===== config.mk =====
export PLATFORM = sky130hd
export DESIGN_NAME = tetris_key_cmd
export DESIGN_NICKNAME = d
export VERILOG_FILES = /design/src/rtl/tetris_key_cmd.sv
export SDC_FILE = /design/constraint.sdc
export NUM_CORES = 1
export LEC_CHECK = 0
export CAP_MARGIN = 20
export CORE_MARGIN = 8
export CORE_UTILIZATION = 61
export DETAILED_ROUTE_END_ITERATION = 8
export GPL_TIMING_DRIVEN = 0
export PLACE_DENSITY = 0.88
export SLEW_MARGIN = 25
export SYNTH_ARGS = -nofsm -noshare
export SYNTH_HDL_FRONTEND = slang
export SYNTH_SLANG_ARGS = --single-unit

===== constraint.sdc =====
create_clock -name clk_clk -period 3.87 [get_ports clk_clk]
set_input_delay 0.9675 -clock clk_clk [delete_from_list [all_inputs] [get_ports clk_clk]]
set_output_delay 0.9675 -clock clk_clk [all_outputs]
set_load 0.02 [all_outputs]

===== src/rtl/tetris_key_cmd.sv =====
// Keyboard-to-command front end for the Tetris game FSM: decodes two HID slots, detects presses,
// applies DAS/ARR auto-repeat and issues one command per handshake. Optional filter: KEY_DEBOUNCE_EN.
module tetris_key_cmd #(
  parameter int DAS_CYCLES      = 8_000_000,
  parameter int ARR_CYCLES      = 2_500_000,
  parameter int DEBOUNCE_CYCLES = 50_000
) (
  input  logic        clk_clk,
  input  logic        reset_reset,
  input  logic [15:0] keycode,
  output logic        cmd_valid,
  output logic [2:0]  cmd_code,
  input  logic        cmd_ready
);

  localparam int CNT_MAX = (DAS_CYCLES > ARR_CYCLES) ? DAS_CYCLES : ARR_CYCLES;
  localparam int CNT_W   = $clog2(CNT_MAX);
  localparam logic [CNT_W-1:0] DAS_LOAD = CNT_W'(DAS_CYCLES - 2);
  localparam logic [CNT_W-1:0] ARR_LOAD = CNT_W'(ARR_CYCLES - 1);
  localparam logic [CNT_W-1:0] CNT_ONE  = CNT_W'(1);

  localparam logic [2:0] C_NONE   = 3'd0;
  localparam logic [2:0] C_LEFT   = 3'd1;
  localparam logic [2:0] C_RIGHT  = 3'd2;
  localparam logic [2:0] C_ROTATE = 3'd3;
  localparam logic [2:0] C_SOFT   = 3'd4;
  localparam logic [2:0] C_HARD   = 3'd5;

  if (DAS_CYCLES < 2 || ARR_CYCLES < 2 || DEBOUNCE_CYCLES < 1) begin : g_param_check
    $error("tetris_key_cmd: DAS_CYCLES and ARR_CYCLES must be >= 2, DEBOUNCE_CYCLES >= 1");
  end

  typedef enum logic [1:0] {
    S_IDLE,
    S_DELAY,
    S_REPEAT
  } rep_state_t;

  // Held-key vector is indexed by command code, so bit k means "command k".
  function automatic logic [5:1] f_decode(input logic [15:0] kc);
    logic [5:1] h;
    h[1] = (kc[7:0] == 8'h04) || (kc[15:8] == 8'h04);
    h[2] = (kc[7:0] == 8'h07) || (kc[15:8] == 8'h07);
    h[3] = (kc[7:0] == 8'h1A) || (kc[15:8] == 8'h1A);
    h[4] = (kc[7:0] == 8'h16) || (kc[15:8] == 8'h16);
    h[5] = (kc[7:0] == 8'h2C) || (kc[15:8] == 8'h2C);
    return h;
  endfunction

  function automatic logic [2:0] f_rep_key(input logic [5:1] h);
    logic [2:0] k;
    if (h[1] && !h[2])      k = C_LEFT;
    else if (h[2] && !h[1]) k = C_RIGHT;
    else if (h[4])          k = C_SOFT;
    else                    k = C_NONE;
    return k;
  endfunction

  function automatic logic [5:1] f_onehot(input logic [2:0] code);
    logic [5:1] v;
    v = '0;
    case (code)
      C_LEFT:   v[1] = 1'b1;
      C_RIGHT:  v[2] = 1'b1;
      C_ROTATE: v[3] = 1'b1;
      C_SOFT:   v[4] = 1'b1;
      C_HARD:   v[5] = 1'b1;
      default:  v    = '0;
    endcase
    return v;
  endfunction

  function automatic logic [2:0] f_pick(input logic [5:1] c);
    logic [2:0] k;
    if (c[5])      k = C_HARD;
    else if (c[3]) k = C_ROTATE;
    else if (c[1]) k = C_LEFT;
    else if (c[2]) k = C_RIGHT;
    else if (c[4]) k = C_SOFT;
    else           k = C_NONE;
    return k;
  endfunction

  // Stage p0: keycode sample register
  logic [15:0] r_kc_p0;
  logic [15:0] w_kc_p0;

  always_ff @(posedge clk_clk) begin
    r_kc_p0 <= keycode;
  end

`ifdef KEY_DEBOUNCE_EN
  localparam int DB_W = (DEBOUNCE_CYCLES > 1) ? $clog2(DEBOUNCE_CYCLES) : 1;
  localparam logic [DB_W-1:0] DB_LAST = DB_W'(DEBOUNCE_CYCLES - 1);
  localparam logic [DB_W-1:0] DB_ONE  = DB_W'(1);

  logic [15:0]     r_kc_q;
  logic [DB_W-1:0] r_db_cnt;

  // The count only runs while the sampled code differs from the accepted one and stays put.
  always_ff @(posedge clk_clk) begin
    if (reset_reset) begin
      r_kc_q   <= '0;
      r_db_cnt <= '0;
    end else if (keycode != r_kc_p0) begin
      r_db_cnt <= '0;
    end else if (r_kc_p0 != r_kc_q) begin
      if (r_db_cnt == DB_LAST) begin
        r_kc_q   <= r_kc_p0;
        r_db_cnt <= '0;
      end else begin
        r_db_cnt <= r_db_cnt + DB_ONE;
      end
    end
  end

  assign w_kc_p0 = r_kc_q;
`else
  assign w_kc_p0 = r_kc_p0;
`endif

  // Stage p1: decode, press detection and auto-repeat
  logic [5:1]       r_key_prev;
  logic [5:1]       w_held;
  logic [5:1]       w_press;
  logic [2:0]       w_rk;
  rep_state_t       r_state, w_state_nxt;
  logic [CNT_W-1:0] r_cnt, w_cnt_nxt;
  logic [2:0]       r_rk_q, w_rk_nxt;
  logic [2:0]       w_rep_code;

  assign w_held  = f_decode(w_kc_p0);
  assign w_press = w_held & ~r_key_prev;
  // Repeat key follows the registered held set so the first repeat lands DAS edges after the press.
  assign w_rk    = f_rep_key(r_key_prev);

  always_comb begin
    w_state_nxt = r_state;
    w_cnt_nxt   = r_cnt;
    w_rk_nxt    = r_rk_q;
    w_rep_code  = C_NONE;
    case (r_state)
      S_IDLE: begin
        if (w_rk != C_NONE) begin
          w_state_nxt = S_DELAY;
          w_cnt_nxt   = DAS_LOAD;
          w_rk_nxt    = w_rk;
        end
      end
      S_DELAY, S_REPEAT: begin
        if (w_rk != r_rk_q) begin
          w_state_nxt = S_IDLE;
        end else if (r_cnt == '0) begin
          w_state_nxt = S_REPEAT;
          w_cnt_nxt   = ARR_LOAD;
          w_rep_code  = r_rk_q;
        end else begin
          w_cnt_nxt   = r_cnt - CNT_ONE;
        end
      end
      default: w_state_nxt = S_IDLE;
    endcase
  end

  // Stage p2: pending set and output register
  logic [5:1] r_pend;
  logic       r_cmd_valid;
  logic [2:0] r_cmd_code;
  logic [5:1] w_comb;
  logic [2:0] w_sel_code;
  logic       w_load;

  assign w_comb     = r_pend | w_press | f_onehot(w_rep_code);
  assign w_sel_code = f_pick(w_comb);
  assign w_load     = !r_cmd_valid || cmd_ready;

  always_ff @(posedge clk_clk) begin
    if (reset_reset) begin
      r_key_prev  <= '0;
      r_state     <= S_IDLE;
      r_cnt       <= '0;
      r_rk_q      <= C_NONE;
      r_pend      <= '0;
      r_cmd_valid <= 1'b0;
      r_cmd_code  <= C_NONE;
    end else begin
      r_key_prev <= w_held;
      r_state    <= w_state_nxt;
      r_cnt      <= w_cnt_nxt;
      r_rk_q     <= w_rk_nxt;
      if (w_load) begin
        r_cmd_valid <= |w_comb;
        r_cmd_code  <= w_sel_code;
        r_pend      <= w_comb & ~f_onehot(w_sel_code);
      end else begin
        r_pend      <= w_comb;
      end
    end
  end

  assign cmd_valid = r_cmd_valid;
  assign cmd_code  = r_cmd_code;

endmodule


==> flow_summary.json <==
{
  "outcome": "complete, no violations",
  "relSlewSlack_pct": 48.55,
  "p_per_area_nw_per_um2": 451.7,
  "comb_power_share_pct": 19.0,
  "synth_simple_gate_area_share_pct": 24.21,
  "p_leak_nw": 1.145,
  "grt_pass1_vias": 2284,
  "grtUsageTotal_pct": 20.07,
  "async_flop_share_pct": 0,
  "detailed_place_hpwl_um": 4221,
  "ys_seq_elements": 58,
  "wl_per_cell_um": 16.17,
  "gp_congestion": 0.8601,
  "maxSlewViolCount": 0,
  "drv_cap": 0,
  "vias": 2388,
  "final_cells": 379,
  "synth_area_um2": 2615,
  "synth-xor-area-share_pct": 2.679,
  "p_sw_share_pct": 30.17,
  "rsz0062_at_grt": "no",
  "arrival_ns": 3.10,
  "critPathMaxFanout": 10,
  "synthAdderAreaFrac_pct": 2.392,
  "drc_errors": 0,
  "ys_seq_area_share_pct": 44.40,
  "fin_nets": 346,
  "end_kind": "register",
  "max_freq_mhz": 344.1,
  "path_clk_slew_ns": 0.07,
  "chipHeight_um": 81.48,
  "power.total_mw": 1.383,
  "syn_nets": 314,
  "viasPerCell": 6.301,
  "finalSetupViolCount": 0,
  "drive_gt1_share_pct": 9.480,
  "cts_made_buffers": 9,
  "worstSetupPathType": "reg2reg",
  "rows": 24,
  "clk_latency_ns": 0.35,
  "port_buffers": 21,
  "fin_tns_setup_ns": 0,
  "routed_wl_um": 6127,
  "die_area_um2": 6638,
  "firstDrtPassIters": 5,
  "period_needed_ns": 2.906,
  "critPathCapture": "r_cnt[8]",
  "io_pins": 23,
  "cp.required_ns": 4.07,
  "vdd_drop_max_uv": 327.7,
  "die_w_um": 81.48,
  "hold_buffers": 0,
  "crit_path_start_kind": "register",
  "cts_sinks": 58,
  "postCtsSetupRepairBufs": 0,
  "ys_types": 57,
  "grt_max_degree": 11,
  "n_antenna_cell": 0,
  "p_clk_share_pct": 35.3,
  "yosysWarningCount": 0,
  "p_int_uw": 965.7,
  "avgSynthCellArea_um2": 9.017,
  "synth_flop_cell": "dfxtp_1",
  "hold_path_startpoint": "r_cnt[17]",
  "reg2reg_from": "r_key_prev[1]",
  "coreArea_um2": 4234,
  "period_share_pct": 75.10,
  "cts_tree": "done",
  "antenna_left": 0,
  "synth_mux_area_share_pct": 1.148,
  "post_cts_resize_count": 0,
  "syn_to_final_growth_pct": 17.08,
  "synth_cells": 290,
  "cts_htree_levels": 3,
  "min_path_type": "reg2reg",
  "initial_core_util_pct": 61.76,
  "power_frac_seq_pct": 45.7,
  "synth-compound-area-share_pct": 20.00,
  "grt_pass1_wl_um": 10330,
  "clock-skew-final_ns": 0.009332,
  "ff2ff_path_depth": 8,
  "grt.overflow.total": 0,
  "rrSetupSlack_ns": 0.96,
  "cts_root_buf": "clkbuf_8",
  "power.switching_uw": 417.2,
  "max_slew.worst_pin.slew_ns": 0.7647,
  "dp.cells": 363,
  "cts_max_path_buffers": 2,
  "grt_antenna_before_repair": 0,
  "hold_viol": 0,
  "setup_ws_ns": 0.9637,
  "crit_path_start": "r_key_prev[1]",
  "place_ws_ns": 1.016,
  "first_iter_violations": 194,
  "synth_top_family_by_area": "simple AND/OR/NAND/NOR gates",
  "r2r-end": "r_cnt[8]",
  "synth_edf_count": 0
}
## power by group through the flow
stage	sequential, mW	combinational (mW)	clock, mW
floorplan	0.642	0.185	0
global placement	0.644	0.250	0
detailed placement	0.645	0.252	0
CTS	0.632	0.256	0.495
global route	0.635	0.287	0.521
finish	0.632	0.263	0.488
## synthesized netlist by cell type, types with 2 or more instances
| library cell | count | area, µm² |
|---|---|---|
| a211oi_1 | 4 | 30.03 |
| a21o_1 | 2 | 15.01 |
| a21o_2 | 2 | 17.52 |
| a21oi_1 | 19 | 95.09 |
| a221oi_1 | 3 | 26.28 |
| a22oi_1 | 4 | 30.03 |
| a311oi_1 | 6 | 52.55 |
| a31oi_1 | 2 | 12.51 |
| a41oi_1 | 3 | 26.28 |
| and2_1 | 2 | 12.51 |
| and4b_1 | 2 | 20.02 |
| buf_1 | 2 | 7.510 |
| buf_2 | 3 | 15.01 |
| buf_4 | 3 | 22.52 |
| buf_6 | 2 | 22.52 |
| clkbuf_1 | 3 | 11.26 |
| dfxtp_1 | 58 | 1161 |
| ha_1 | 5 | 62.56 |
| inv_1 | 15 | 56.30 |
| mux2i_1 | 3 | 30.03 |
| nand2_1 | 14 | 52.55 |
| nand2b_1 | 2 | 12.51 |
| nand3_1 | 7 | 35.03 |
| nand3b_1 | 8 | 60.06 |
| nand4_1 | 2 | 12.51 |
| nand4b_1 | 3 | 26.28 |
| nor2_1 | 35 | 131.4 |
| nor3_1 | 10 | 50.05 |
| nor3b_1 | 5 | 37.54 |
| nor4_1 | 9 | 56.30 |
| nor4b_1 | 3 | 26.28 |
| nor4bb_1 | 3 | 30.03 |
| o211ai_1 | 2 | 15.01 |
| o21ai_0 | 10 | 50.05 |
| o31ai_1 | 4 | 30.03 |
| or3_4 | 2 | 22.52 |
| or4_1 | 2 | 15.01 |
| xnor2_1 | 3 | 26.28 |
| xor2_1 | 5 | 43.79 |
## sequential cells by signal, indices dropped and copies added, names as in the netlist
signal	cells
cmd_code	3
cmd_valid	1
r_pend	5
r_cnt	23
r_state	2
r_key_prev	5
r_kc_p0	16
r_rk_q	3
## critical path, stage by stage, from the launching register on
cell and delay, ns:
dfxtp_1 0.34, inv_1 0.06, ha_1 0.23, nor3b_1 0.59
o21ai_0 0.36, o22a_1 0.28, buf_2 0.19, nor2_1 0.50
a311oi_1 0.20
## worst min path at each step
stage,end,depth (start not counted),slack (ns)
after floorplan,r_cnt[17],1,0.44
after global placement,r_cnt[17],1,0.46
after detailed placement,r_cnt[17],1,0.47
after CTS,r_cnt[17],1,0.48
after global routing,r_cnt[17],1,0.51
final,r_cnt[17],1,0.48
## cells in the final DEF (no fill, tap or decap), types with 3 or more instances in the layout
| cell | netlist | layout |
|---|---|---|
| clkdlybuf4s50_1 | 0 | 21 |
| buf_4 | 3 | 3 |
| clkinv_2 | 0 | 3 |
| a211oi_1 | 4 | 4 |
| dfxtp_1 | 58 | 58 |
| nor4b_1 | 3 | 3 |
| xnor2_1 | 3 | 3 |
| inv_1 | 15 | 15 |
| nand3_1 | 7 | 7 |
| nor3b_1 | 5 | 5 |
| a22oi_1 | 4 | 4 |
| a41oi_1 | 3 | 3 |
| ha_1 | 5 | 5 |
| buf_2 | 3 | 3 |
| nor4bb_1 | 3 | 3 |
| nand2_1 | 14 | 14 |
| nor3_1 | 10 | 10 |
| nand3b_1 | 8 | 8 |
| a21oi_1 | 19 | 19 |
| nand4b_1 | 3 | 3 |
| xor2_1 | 5 | 5 |
| nor4_1 | 9 | 9 |
| a311oi_1 | 6 | 6 |
| o21ai_0 | 10 | 10 |
| clkbuf_8 | 0 | 10 |
| o31ai_1 | 4 | 4 |
| a221oi_1 | 3 | 3 |
| mux2i_1 | 3 | 3 |
| nor2_1 | 35 | 35 |
| clkbuf_1 | 3 | 4 |
## cells by family after synthesis
group                      after synthesis
muxes                                    3
and+or+nand+nor                        113
buffers and inverters                   28
AOI/OAI and AO/OA                       75
adders and majority gates                5
xor gates and xnor gates                 8
DFF                                     58
## routing by layer
layer | GRT usage [%] | vias to the layer above | routed length [µm]
li1 | - | 1144 | -
met1 | 24.62 | 1110 | 2699
met2 | 29.59 | 110 | 2839
met3 | 6.565 | 24 | 402
met4 | 13.04 | 0 | 186
met5 | 0 | - | 0
## metrics by stage
step           util (%)  instance area (µm²)  hold WS [ns]
2_1_floorplan         -                 2615        0.4431
3_3_place_gp      68.26                 2890        0.4607
3_5_place_dp      68.26                 2890        0.4702
4_1_cts           72.31                 3062        0.4820
5_1_grt           72.31                 3062        0.5134
6_report          72.31                 3062        0.4797
## layout make-up
class	instances	area [µm²]
multi-input cells	204	1319
fillers	298	1172
flip-flops and latches	58	1161
repair buffers	21	210.2
clock buffers	11	141.4
plain buffers	13	78.83
well taps	52	65.06
inverters	15	56.30
clock inverters	5	30.03
Note: power is estimated with default switching activity, not from simulation.
